===== src/rtl/axi_addr_router.sv =====
// axi_addr_router
//   Routes one upstream AXI-style master to N_SLAVES downstream slaves by
//   address window. Each slave owns the window whose upper address bits match
//   its base, where the window size is 2**SLV_SIZE_LOG2 bytes. If windows
//   overlap, the lowest slave index wins. An address that matches no window is
//   answered locally with a decode error (DECERR).
//   Write and read paths are independent. Each path allows one transaction in
//   flight at a time.
//
// Ports
//   clk, rst_n      clock; asynchronous active-low reset
//   s_aw*/s_w*/s_b* upstream write address, data and response channels
//   s_ar*/s_r*      upstream read address and data channels
//   m_*             downstream channels with one slice per slave. Payload
//                   fields are broadcast to every slave; only valid/ready are
//                   steered to the selected slave.
module axi_addr_router #(
  parameter int N_SLAVES   = 2,
  parameter int ADDR_WIDTH = 32,
  parameter int DATA_WIDTH = 32,
  parameter logic [N_SLAVES*ADDR_WIDTH-1:0] SLV_BASE = {32'h1000_0000, 32'hFEED_0000},
  parameter logic [N_SLAVES*6-1:0]          SLV_SIZE_LOG2 = {6'd16, 6'd12}
) (
  input  logic                           clk,
  input  logic                           rst_n,
  // upstream write address
  input  logic [7:0]                     s_awid,
  input  logic [ADDR_WIDTH-1:0]          s_awaddr,
  input  logic [7:0]                     s_awln,
  input  logic [1:0]                     s_awsize,
  input  logic [1:0]                     s_awburst,
  input  logic                           s_awvalid,
  output logic                           s_awready,
  // upstream write data
  input  logic [DATA_WIDTH-1:0]          s_wdata,
  input  logic [DATA_WIDTH/8-1:0]        s_wstrb,
  input  logic                           s_wlast,
  input  logic                           s_wvalid,
  output logic                           s_wready,
  // upstream write response
  output logic [7:0]                     s_bid,
  output logic                           s_bresp,
  output logic                           s_bvalid,
  input  logic                           s_bready,
  // upstream read address
  input  logic [7:0]                     s_arid,
  input  logic [ADDR_WIDTH-1:0]          s_araddr,
  input  logic [7:0]                     s_arln,
  input  logic [1:0]                     s_arsize,
  input  logic [1:0]                     s_arburst,
  input  logic                           s_arvalid,
  output logic                           s_arready,
  // upstream read data
  output logic [7:0]                     s_rid,
  output logic [DATA_WIDTH-1:0]          s_rdata,
  output logic                           s_rresp,
  output logic                           s_rlast,
  output logic                           s_rvalid,
  input  logic                           s_rready,
  // downstream write address
  output logic [N_SLAVES*8-1:0]          m_awid,
  output logic [N_SLAVES*ADDR_WIDTH-1:0] m_awaddr,
  output logic [N_SLAVES*8-1:0]          m_awln,
  output logic [N_SLAVES*2-1:0]          m_awsize,
  output logic [N_SLAVES*2-1:0]          m_awburst,
  output logic [N_SLAVES-1:0]            m_awvalid,
  input  logic [N_SLAVES-1:0]            m_awready,
  // downstream write data
  output logic [N_SLAVES*DATA_WIDTH-1:0] m_wdata,
  output logic [N_SLAVES*DATA_WIDTH/8-1:0] m_wstrb,
  output logic [N_SLAVES-1:0]            m_wlast,
  output logic [N_SLAVES-1:0]            m_wvalid,
  input  logic [N_SLAVES-1:0]            m_wready,
  // downstream write response
  input  logic [N_SLAVES*8-1:0]          m_bid,
  input  logic [N_SLAVES-1:0]            m_bresp,
  input  logic [N_SLAVES-1:0]            m_bvalid,
  output logic [N_SLAVES-1:0]            m_bready,
  // downstream read address
  output logic [N_SLAVES*8-1:0]          m_arid,
  output logic [N_SLAVES*ADDR_WIDTH-1:0] m_araddr,
  output logic [N_SLAVES*8-1:0]          m_arln,
  output logic [N_SLAVES*2-1:0]          m_arsize,
  output logic [N_SLAVES*2-1:0]          m_arburst,
  output logic [N_SLAVES-1:0]            m_arvalid,
  input  logic [N_SLAVES-1:0]            m_arready,
  // downstream read data
  input  logic [N_SLAVES*8-1:0]          m_rid,
  input  logic [N_SLAVES*DATA_WIDTH-1:0] m_rdata,
  input  logic [N_SLAVES-1:0]            m_rresp,
  input  logic [N_SLAVES-1:0]            m_rlast,
  input  logic [N_SLAVES-1:0]            m_rvalid,
  output logic [N_SLAVES-1:0]            m_rready
);

  localparam int SW    = DATA_WIDTH / 8;
  localparam int SEL_W = (N_SLAVES > 1) ? $clog2(N_SLAVES) : 1;

  typedef enum logic [1:0] {W_IDLE, W_DATA, W_RESP} w_state_t;
  typedef enum logic       {R_IDLE, R_DATA}         r_state_t;

  // Address decode and payload broadcast
  logic [N_SLAVES-1:0] aw_hit, ar_hit;

  genvar gi;
  generate
    for (gi = 0; gi < N_SLAVES; gi++) begin : g_slave
      localparam logic [5:0]            SZ   = SLV_SIZE_LOG2[gi*6 +: 6];
      localparam logic [ADDR_WIDTH-1:0] BASE = SLV_BASE[gi*ADDR_WIDTH +: ADDR_WIDTH];

      assign aw_hit[gi] = ((s_awaddr >> SZ) == (BASE >> SZ));
      assign ar_hit[gi] = ((s_araddr >> SZ) == (BASE >> SZ));

      assign m_awid   [gi*8 +: 8]                   = s_awid;
      assign m_awaddr [gi*ADDR_WIDTH +: ADDR_WIDTH] = s_awaddr;
      assign m_awln   [gi*8 +: 8]                   = s_awln;
      assign m_awsize [gi*2 +: 2]                   = s_awsize;
      assign m_awburst[gi*2 +: 2]                   = s_awburst;
      assign m_wdata  [gi*DATA_WIDTH +: DATA_WIDTH] = s_wdata;
      assign m_wstrb  [gi*SW +: SW]                 = s_wstrb;
      assign m_wlast  [gi]                          = s_wlast;
      assign m_arid   [gi*8 +: 8]                   = s_arid;
      assign m_araddr [gi*ADDR_WIDTH +: ADDR_WIDTH] = s_araddr;
      assign m_arln   [gi*8 +: 8]                   = s_arln;
      assign m_arsize [gi*2 +: 2]                   = s_arsize;
      assign m_arburst[gi*2 +: 2]                   = s_arburst;
    end
  endgenerate

  // Priority encoder: the lowest hit index wins.
  function automatic logic [SEL_W-1:0] first_hit(input logic [N_SLAVES-1:0] hit);
    first_hit = '0;
    for (int i = N_SLAVES - 1; i >= 0; i--) begin
      if (hit[i]) first_hit = SEL_W'(i);
    end
  endfunction

  logic [SEL_W-1:0] aw_sel, ar_sel;
  logic             aw_any, ar_any;

  assign aw_sel = first_hit(aw_hit);
  assign ar_sel = first_hit(ar_hit);
  assign aw_any = |aw_hit;
  assign ar_any = |ar_hit;

  // Write path
  w_state_t         w_state_reg, w_state_next;
  logic [SEL_W-1:0] w_sel_reg, w_sel_next;
  logic             w_decerr_reg, w_decerr_next;
  logic [7:0]       awid_reg, awid_next;

  always_ff @(posedge clk or negedge rst_n) begin
    if (!rst_n) begin
      w_state_reg  <= W_IDLE;
      w_sel_reg    <= '0;
      w_decerr_reg <= 1'b0;
      awid_reg     <= '0;
    end else begin
      w_state_reg  <= w_state_next;
      w_sel_reg    <= w_sel_next;
      w_decerr_reg <= w_decerr_next;
      awid_reg     <= awid_next;
    end
  end

  always_comb begin
    w_state_next  = w_state_reg;
    w_sel_next    = w_sel_reg;
    w_decerr_next = w_decerr_reg;
    awid_next     = awid_reg;
    m_awvalid     = '0;
    m_wvalid      = '0;
    m_bready      = '0;
    s_awready     = 1'b0;
    s_wready      = 1'b0;
    s_bvalid      = 1'b0;
    s_bid         = m_bid[w_sel_reg*8 +: 8];
    s_bresp       = m_bresp[w_sel_reg];

    case (w_state_reg)
      W_IDLE: begin
        // W is never accepted here, even when it arrives together with AW.
        if (aw_any) begin
          m_awvalid[aw_sel] = s_awvalid;
          s_awready         = m_awready[aw_sel];
        end else begin
          s_awready = 1'b1;
        end
        if (s_awvalid && s_awready) begin
          w_sel_next    = aw_sel;
          w_decerr_next = !aw_any;
          awid_next     = s_awid;
          w_state_next  = W_DATA;
        end
      end
      W_DATA: begin
        if (w_decerr_reg) begin
          s_wready = 1'b1;  // sink and discard the data
        end else begin
          m_wvalid[w_sel_reg] = s_wvalid;
          s_wready            = m_wready[w_sel_reg];
        end
        if (s_wvalid && s_wready && s_wlast) w_state_next = W_RESP;
      end
      W_RESP: begin
        if (w_decerr_reg) begin
          s_bvalid = 1'b1;
          s_bid    = awid_reg;
          s_bresp  = 1'b1;
        end else begin
          s_bvalid            = m_bvalid[w_sel_reg];
          m_bready[w_sel_reg] = s_bready;
        end
        if (s_bvalid && s_bready) w_state_next = W_IDLE;
      end
      default: w_state_next = W_IDLE;
    endcase

    // While reset is asserted, every handshake signal is held low.
    if (!rst_n) begin
      m_awvalid = '0;
      m_wvalid  = '0;
      m_bready  = '0;
      s_awready = 1'b0;
      s_wready  = 1'b0;
      s_bvalid  = 1'b0;
    end
  end

  // Read path
  r_state_t         r_state_reg, r_state_next;
  logic [SEL_W-1:0] r_sel_reg, r_sel_next;
  logic             r_decerr_reg, r_decerr_next;
  logic [7:0]       arid_reg, arid_next;
  logic [7:0]       arln_reg, arln_next;
  logic [7:0]       beat_cnt_reg, beat_cnt_next;

  always_ff @(posedge clk or negedge rst_n) begin
    if (!rst_n) begin
      r_state_reg  <= R_IDLE;
      r_sel_reg    <= '0;
      r_decerr_reg <= 1'b0;
      arid_reg     <= '0;
      arln_reg     <= '0;
      beat_cnt_reg <= '0;
    end else begin
      r_state_reg  <= r_state_next;
      r_sel_reg    <= r_sel_next;
      r_decerr_reg <= r_decerr_next;
      arid_reg     <= arid_next;
      arln_reg     <= arln_next;
      beat_cnt_reg <= beat_cnt_next;
    end
  end

  always_comb begin
    r_state_next  = r_state_reg;
    r_sel_next    = r_sel_reg;
    r_decerr_next = r_decerr_reg;
    arid_next     = arid_reg;
    arln_next     = arln_reg;
    beat_cnt_next = beat_cnt_reg;
    m_arvalid     = '0;
    m_rready      = '0;
    s_arready     = 1'b0;
    s_rvalid      = 1'b0;
    s_rid         = m_rid[r_sel_reg*8 +: 8];
    s_rdata       = m_rdata[r_sel_reg*DATA_WIDTH +: DATA_WIDTH];
    s_rresp       = m_rresp[r_sel_reg];
    s_rlast       = m_rlast[r_sel_reg];

    case (r_state_reg)
      R_IDLE: begin
        if (ar_any) begin
          m_arvalid[ar_sel] = s_arvalid;
          s_arready         = m_arready[ar_sel];
        end else begin
          s_arready = 1'b1;
        end
        if (s_arvalid && s_arready) begin
          r_sel_next    = ar_sel;
          r_decerr_next = !ar_any;
          arid_next     = s_arid;
          arln_next     = s_arln;
          beat_cnt_next = '0;
          r_state_next  = R_DATA;
        end
      end
      R_DATA: begin
        if (r_decerr_reg) begin
          // Generate arln+1 error beats locally.
          s_rvalid = 1'b1;
          s_rid    = arid_reg;
          s_rdata  = '0;
          s_rresp  = 1'b1;
          s_rlast  = (beat_cnt_reg == arln_reg);
          if (s_rready) begin
            if (s_rlast) r_state_next = R_IDLE;
            else         beat_cnt_next = beat_cnt_reg + 8'd1;
          end
        end else begin
          s_rvalid            = m_rvalid[r_sel_reg];
          m_rready[r_sel_reg] = s_rready;
          if (s_rvalid && s_rready && s_rlast) r_state_next = R_IDLE;
        end
      end
      default: r_state_next = R_IDLE;
    endcase

    if (!rst_n) begin
      m_arvalid = '0;
      m_rready  = '0;
      s_arready = 1'b0;
      s_rvalid  = 1'b0;
    end
  end

endmodule


===== config.mk =====
export PLATFORM = sky130hd
export DESIGN_NAME = axi_addr_router
export DESIGN_NICKNAME = d
export VERILOG_FILES = /design/src/rtl/axi_addr_router.sv
export SDC_FILE = /design/constraint.sdc
export NUM_CORES = 1
export LEC_CHECK = 0
export CORE_AREA = 5 5 231 233
export DETAILED_ROUTE_END_ITERATION = 16
export DIE_AREA = 0 0 236 238
export PLACE_DENSITY = 0.5
export SLEW_MARGIN = 5
export SYNTH_ARGS = -nofsm -noshare
export SYNTH_HDL_FRONTEND = slang
export SYNTH_SLANG_ARGS = --single-unit

===== constraint.sdc =====
create_clock -name clk -period 1.85 [get_ports clk]
set_input_delay 0.37 -clock clk [delete_from_list [all_inputs] [get_ports clk]]
set_output_delay 0.37 -clock clk [all_outputs]
set_load 0.02 [all_outputs]

# Word-level counts from Yosys, hierarchy flattened
# Cells that the tools add are included.
# totals
regBits	39
in_bits	260
output_inout_bits	348
word_cells	151
# classes
n_addsub	1
magnitude_cmp	8
n_eq_ne	14
shifts	3
mux	89
bitwise	6
n_reduce_logical	20
# ops
operator	n
$mux W32	2
$mux W8	8
$shiftx A64 B7 Y32	1
$mux W1	54
$eq A20 B20 Y1 const B	2
$mux W2	18
$eq A16 B13 Y1 const B	2
$shiftx A16 B5 Y8	2
$pmux W8 S2	1
$ne A2 B2 Y1 const B	6
$logic_and A1 B1 Y1	11
$and A2 B2 Y2	5
$add A8 B1 Y8 const B	1
$eq A8 B8 Y1	1
$lt A1 B2 Y1 const B	4
$pmux W2 S3	1
$demux W1 S1	4
$ge A1 B1 Y1 const B	4
$reduce_and A2 Y1	2
$reduce_and A4 Y1	1
$reduce_or A2 Y1	2
$reduce_and A3 Y1	1
$eq A2 B1 Y1 const B	1
$eq A2 B2 Y1 const B	1
other kinds (5)	6

# Longest topological paths before layout
# depth
depth_word	11
ltp_mapped	6
mapped_depth_nobuf	6

# Worst setup path after synthesis
# OpenSTA, ideal clock, no wires.
# synth_path
path_kind	register to output
from	register r_sel_reg
to	output m_rready[1]
t_arrival_ns	1.849
t_required_ns	1.480
slack_ns	-0.369
path_stages_with_launch	5
path_buffers	2
cell_sequence	dfrtp_1 > clkbuf_1 > buf_2 > inv_1 > nor4b_1
# synth_between
elab_chain_len	8
elab_cells_between_ends	9
cone_classes	order compare (2); mux (5); bitwise (1); reduce/logical (1)
# synth_rtl
element	line_no	text
from (decl)	232	logic [SEL_W-1:0] r_sel_reg, r_sel_next;
from (signal assigned)	248	r_sel_reg <= r_sel_next;
$lt A1 B2 Y1 (implied by the code) / $ge A1 B1 Y1 (equally long branches)	303	m_rready[r_sel_reg] = s_rready;
$logic_and A1 B1 Y1 (implied by the code)	303	
$mux W1 (implied by the code)	303	
$demux W1 S1 (*)	303	
$and A2 B2 Y2 (no source line) (*)	n/a	
$mux W2 (*)	290	if (r_decerr_reg) begin
$mux W2 (*)	272	case (r_state_reg)
$mux W2 (*)	310	if (!rst_n) begin
to (decl)	93	output logic [N_SLAVES-1:0] m_rready
# Every way passes the cells marked *; elsewhere a longest branch is shown, timed or not.

# Worst setup path after layout
# layout_path
from	input s_awaddr[21]
to	output s_awready
# layout_between
elab_chain_len	9
elab_cells_between_ends	11
cone_classes	eq/ne (2); mux (8); reduce/logical (1)
# layout_rtl
element	line_no	text
from (decl)	28	input logic [ADDR_WIDTH-1:0] s_awaddr,
$eq A16 B13 Y1	111	assign aw_hit[gi] = ((s_awaddr >> SZ) == (BASE >> SZ));
$mux W1 (2 in a row)	134	if (hit[i]) first_hit = SEL_W'(i);
$mux W1 (implied by the code) (2 in a row)	185	s_awready = m_awready[aw_sel];
$mux W1 (*)	183	if (aw_any) begin
$mux W1 (*) (2 in a row)	180	case (w_state_reg)
$mux W1 (*)	220	if (!rst_n) begin
to (decl)	33	output logic s_awready,
# Every way passes the cells marked *; elsewhere a longest branch is shown, timed or not. The select of a mux whose other input is x is not followed.

==> results_dict.tcl <==
set metrics [dict create \
    critical_path_class "primary input to primary output" \
    maxSlewHeadroom 0.770 \
    drt-initial-drc-count 119 \
    io_pins 608 \
    status "finished, violations left" \
    start_util 0.101 \
    synthArstFlopShare 1.00 \
    hold_class "primary input to async pin" \
    setup_tns_ns -6.91 \
    fp.dieH_um 238 \
    ys_types 50 \
    skew_ns 0.00472 \
    synth-compound-area-share 0.0614 \
    detailroute.via_count 5050 \
    htree_levels 2 \
    slew_violations 0 \
    dp.cells 1498 \
    power_density_nw_per_um2 890 \
    clk_latency_ns 0.30 \
    grt_pass1_vias 5476 \
    cp-end-kind "primary output" \
    synth_mux_area_frac 0.160 \
    synthToLayoutAreaGrowth_pct 95.2 \
    path_max_fanout 2 \
    hold_violations 0 \
    timing.final.crit_share 1.15 \
    grt_use_total 0.0902 \
    layout_commonest_cell "clkdlybuf4s50_1" \
    violations "setup timing" \
    synth_adder_area_share 0.00242 \
    final_cell_mix "clkdlybuf4s50_1 (217), buf_4 (148), dlygate4sd2_1 (54), buf_6 (54), dfrtp_1 (37)" \
    synth_top_family_by_area "buffers and inverters" \
    gp_congestion 0.908 \
    finish.net_count 1128 \
    synthFlopType "dfrtp_1" \
    synth_area_per_cell_sq_um 8.43 \
    cts_buffer_depth 2 \
    power.leakage_uw 0.00420 \
    period_needed_ns 2.13 \
    critPathLaunchType "primary input" \
    cts_tree "yes" \
    drc 0 \
    placed_area_sq_um 8710 \
    crit_required_ns 1.48 \
    mappedNetlistArea_sq_um 5170 \
    worst_slack_ns -0.285 \
    yosysTopAreaCellShare 0.409 \
    r2r_cells 7 \
    fmax_mhz 468 \
    rows 83 \
    yosysSeqAreaShare 0.189 \
    via_per_inst 3.26 \
    cts-buffers-inserted 5 \
    synth_warnings 0 \
    synth_xor_area_frac 0.0135 \
    cts_root_buffer "clkbuf_16" \
    numPortBuffers 379 \
    stdcell_area_sq_um 10100 \
    synthCells 614 \
    cts.sinks 39 \
    drt-total-wl_mm 27.6 \
    grt_max_degree 21 \
    grt_antenna_before_repair 3 \
    synthTopCellsByArea "buf_4 (41%), dfrtp_1 (19%), mux2i_1 (10%)" \
    irDropWorstVdd_v 0.000400 \
    ys_ff_latch 39 \
    synth_nets 875 \
    coreArea_sq_um 51000 \
    synthSimpleGateAreaFrac 0.146 \
    dr.pass1.iters 4 \
    layout-drive-gt1-share 0.467 \
    rsz0062_at_grt "true" \
    gr-total-overflow 0 \
    r2r_slack_ns 0.16 \
    die_w_um 236 \
    fin_cells 1550 \
    cap_violations 0 \
    wl_per_cell_um 17.8 \
    yosys.area.top_type "buf_4" \
    die_area_sq_um 56200 \
    dp_hpwl_mm 22.0 \
    cts_hold_buf 0 \
    cp.arrival_ns 1.76 \
    path_clk_slew_ns 0.07 \
    finalSetupViolCount 68 \
    synth-edff-count 0 \
    tightestPinTransition_ns 0.344 \
    grt_pass1_wl_mm 37.6 \
    ant_nets 0 \
]
[cell usage after synthesis (4+ instances only)]
cell type	count
inv_1	6
nor3_1	4
buf_4	282
nor4_1	7
nor2_1	52
mux2_2	17
nand4_1	10
xnor2_1	8
mux2_4	7
nor2b_1	6
nand2_1	23
nor4b_1	4
dfrtp_1	39
nand3_1	6
o21ai_0	12
mux2i_1	53
clkbuf_1	10
buf_2	4
and3_1	5
a21oi_1	12
[logic make-up after synthesis]
family,Yosys count
buf+inv,305
simple gates,138
mux,77
compound gates,46
flops,39
xor+xnor,8
fa+ha+maj,1
[power by group]
part	internal (uW)	switching, uW
Clock	775	438
Sequential	1240	344
Combinational	3560	2630
[routing by layer]
layer  wire, um  part of all wire  GRT usage  up-vias
met2      14200              0.51      0.162      381
li1           -                 -          -     2295
met5         13           0.00047          0        -
met3       2660             0.096     0.0356       61
met4        885             0.032     0.0317        2
met1       9850              0.36     0.0965     2311
[repair_timing]
action	in CTS	in global routing
endpoints found under the setup margin	228	100
pin swaps	47	39
setup buffers	37	9
cloned	9	3
resized for setup	586	134
[critical path: stages]
cell and delay (ns):
clkdlybuf4s15_1 0.20, nor4_2 0.35, buf_4 0.19, nand4b_4 0.11, or2_4 0.25, and3_4 0.18
buf_6 0.13
[final timing paths]
kind,start,end
worst max-delay path,s_awaddr[21],s_awready
worst min-delay path,rst_n,w_state_reg[0]
worst max register to register,beat_cnt_reg[7],beat_cnt_reg[1]
worst min register to register,arid_reg[3],arid_reg[3]
max in group asynchronous,rst_n,r_state_reg
min in group clk,arid_reg[3],arid_reg[3]
[layout make-up]
cell class	instances	area [sq um]
Fill cell	5638	40900
Timing Repair Buffer	544	5350
Multi-Input combinational cell	271	2700
Sequential cell	39	978
Tap cell	680	851
Clock buffer	5	125
Clock inverter	3	67.6
Inverter	6	25.0
Antenna cell	2	5.00
[through the flow]
step           utilization  hold WS (ns)  power, uW  worst slack, ns
2_1_floorplan            -        0.0744       4430           -0.112
3_3_place_gp         0.171         0.397       6150            -1.33
3_5_place_dp         0.171         0.391       6170            -1.31
4_1_cts              0.188        0.0556       8590           -0.320
5_1_grt              0.198        0.0613       9510           -0.378
6_report             0.198        0.0440       8990           -0.285
(Power assumes the default switching activity.)
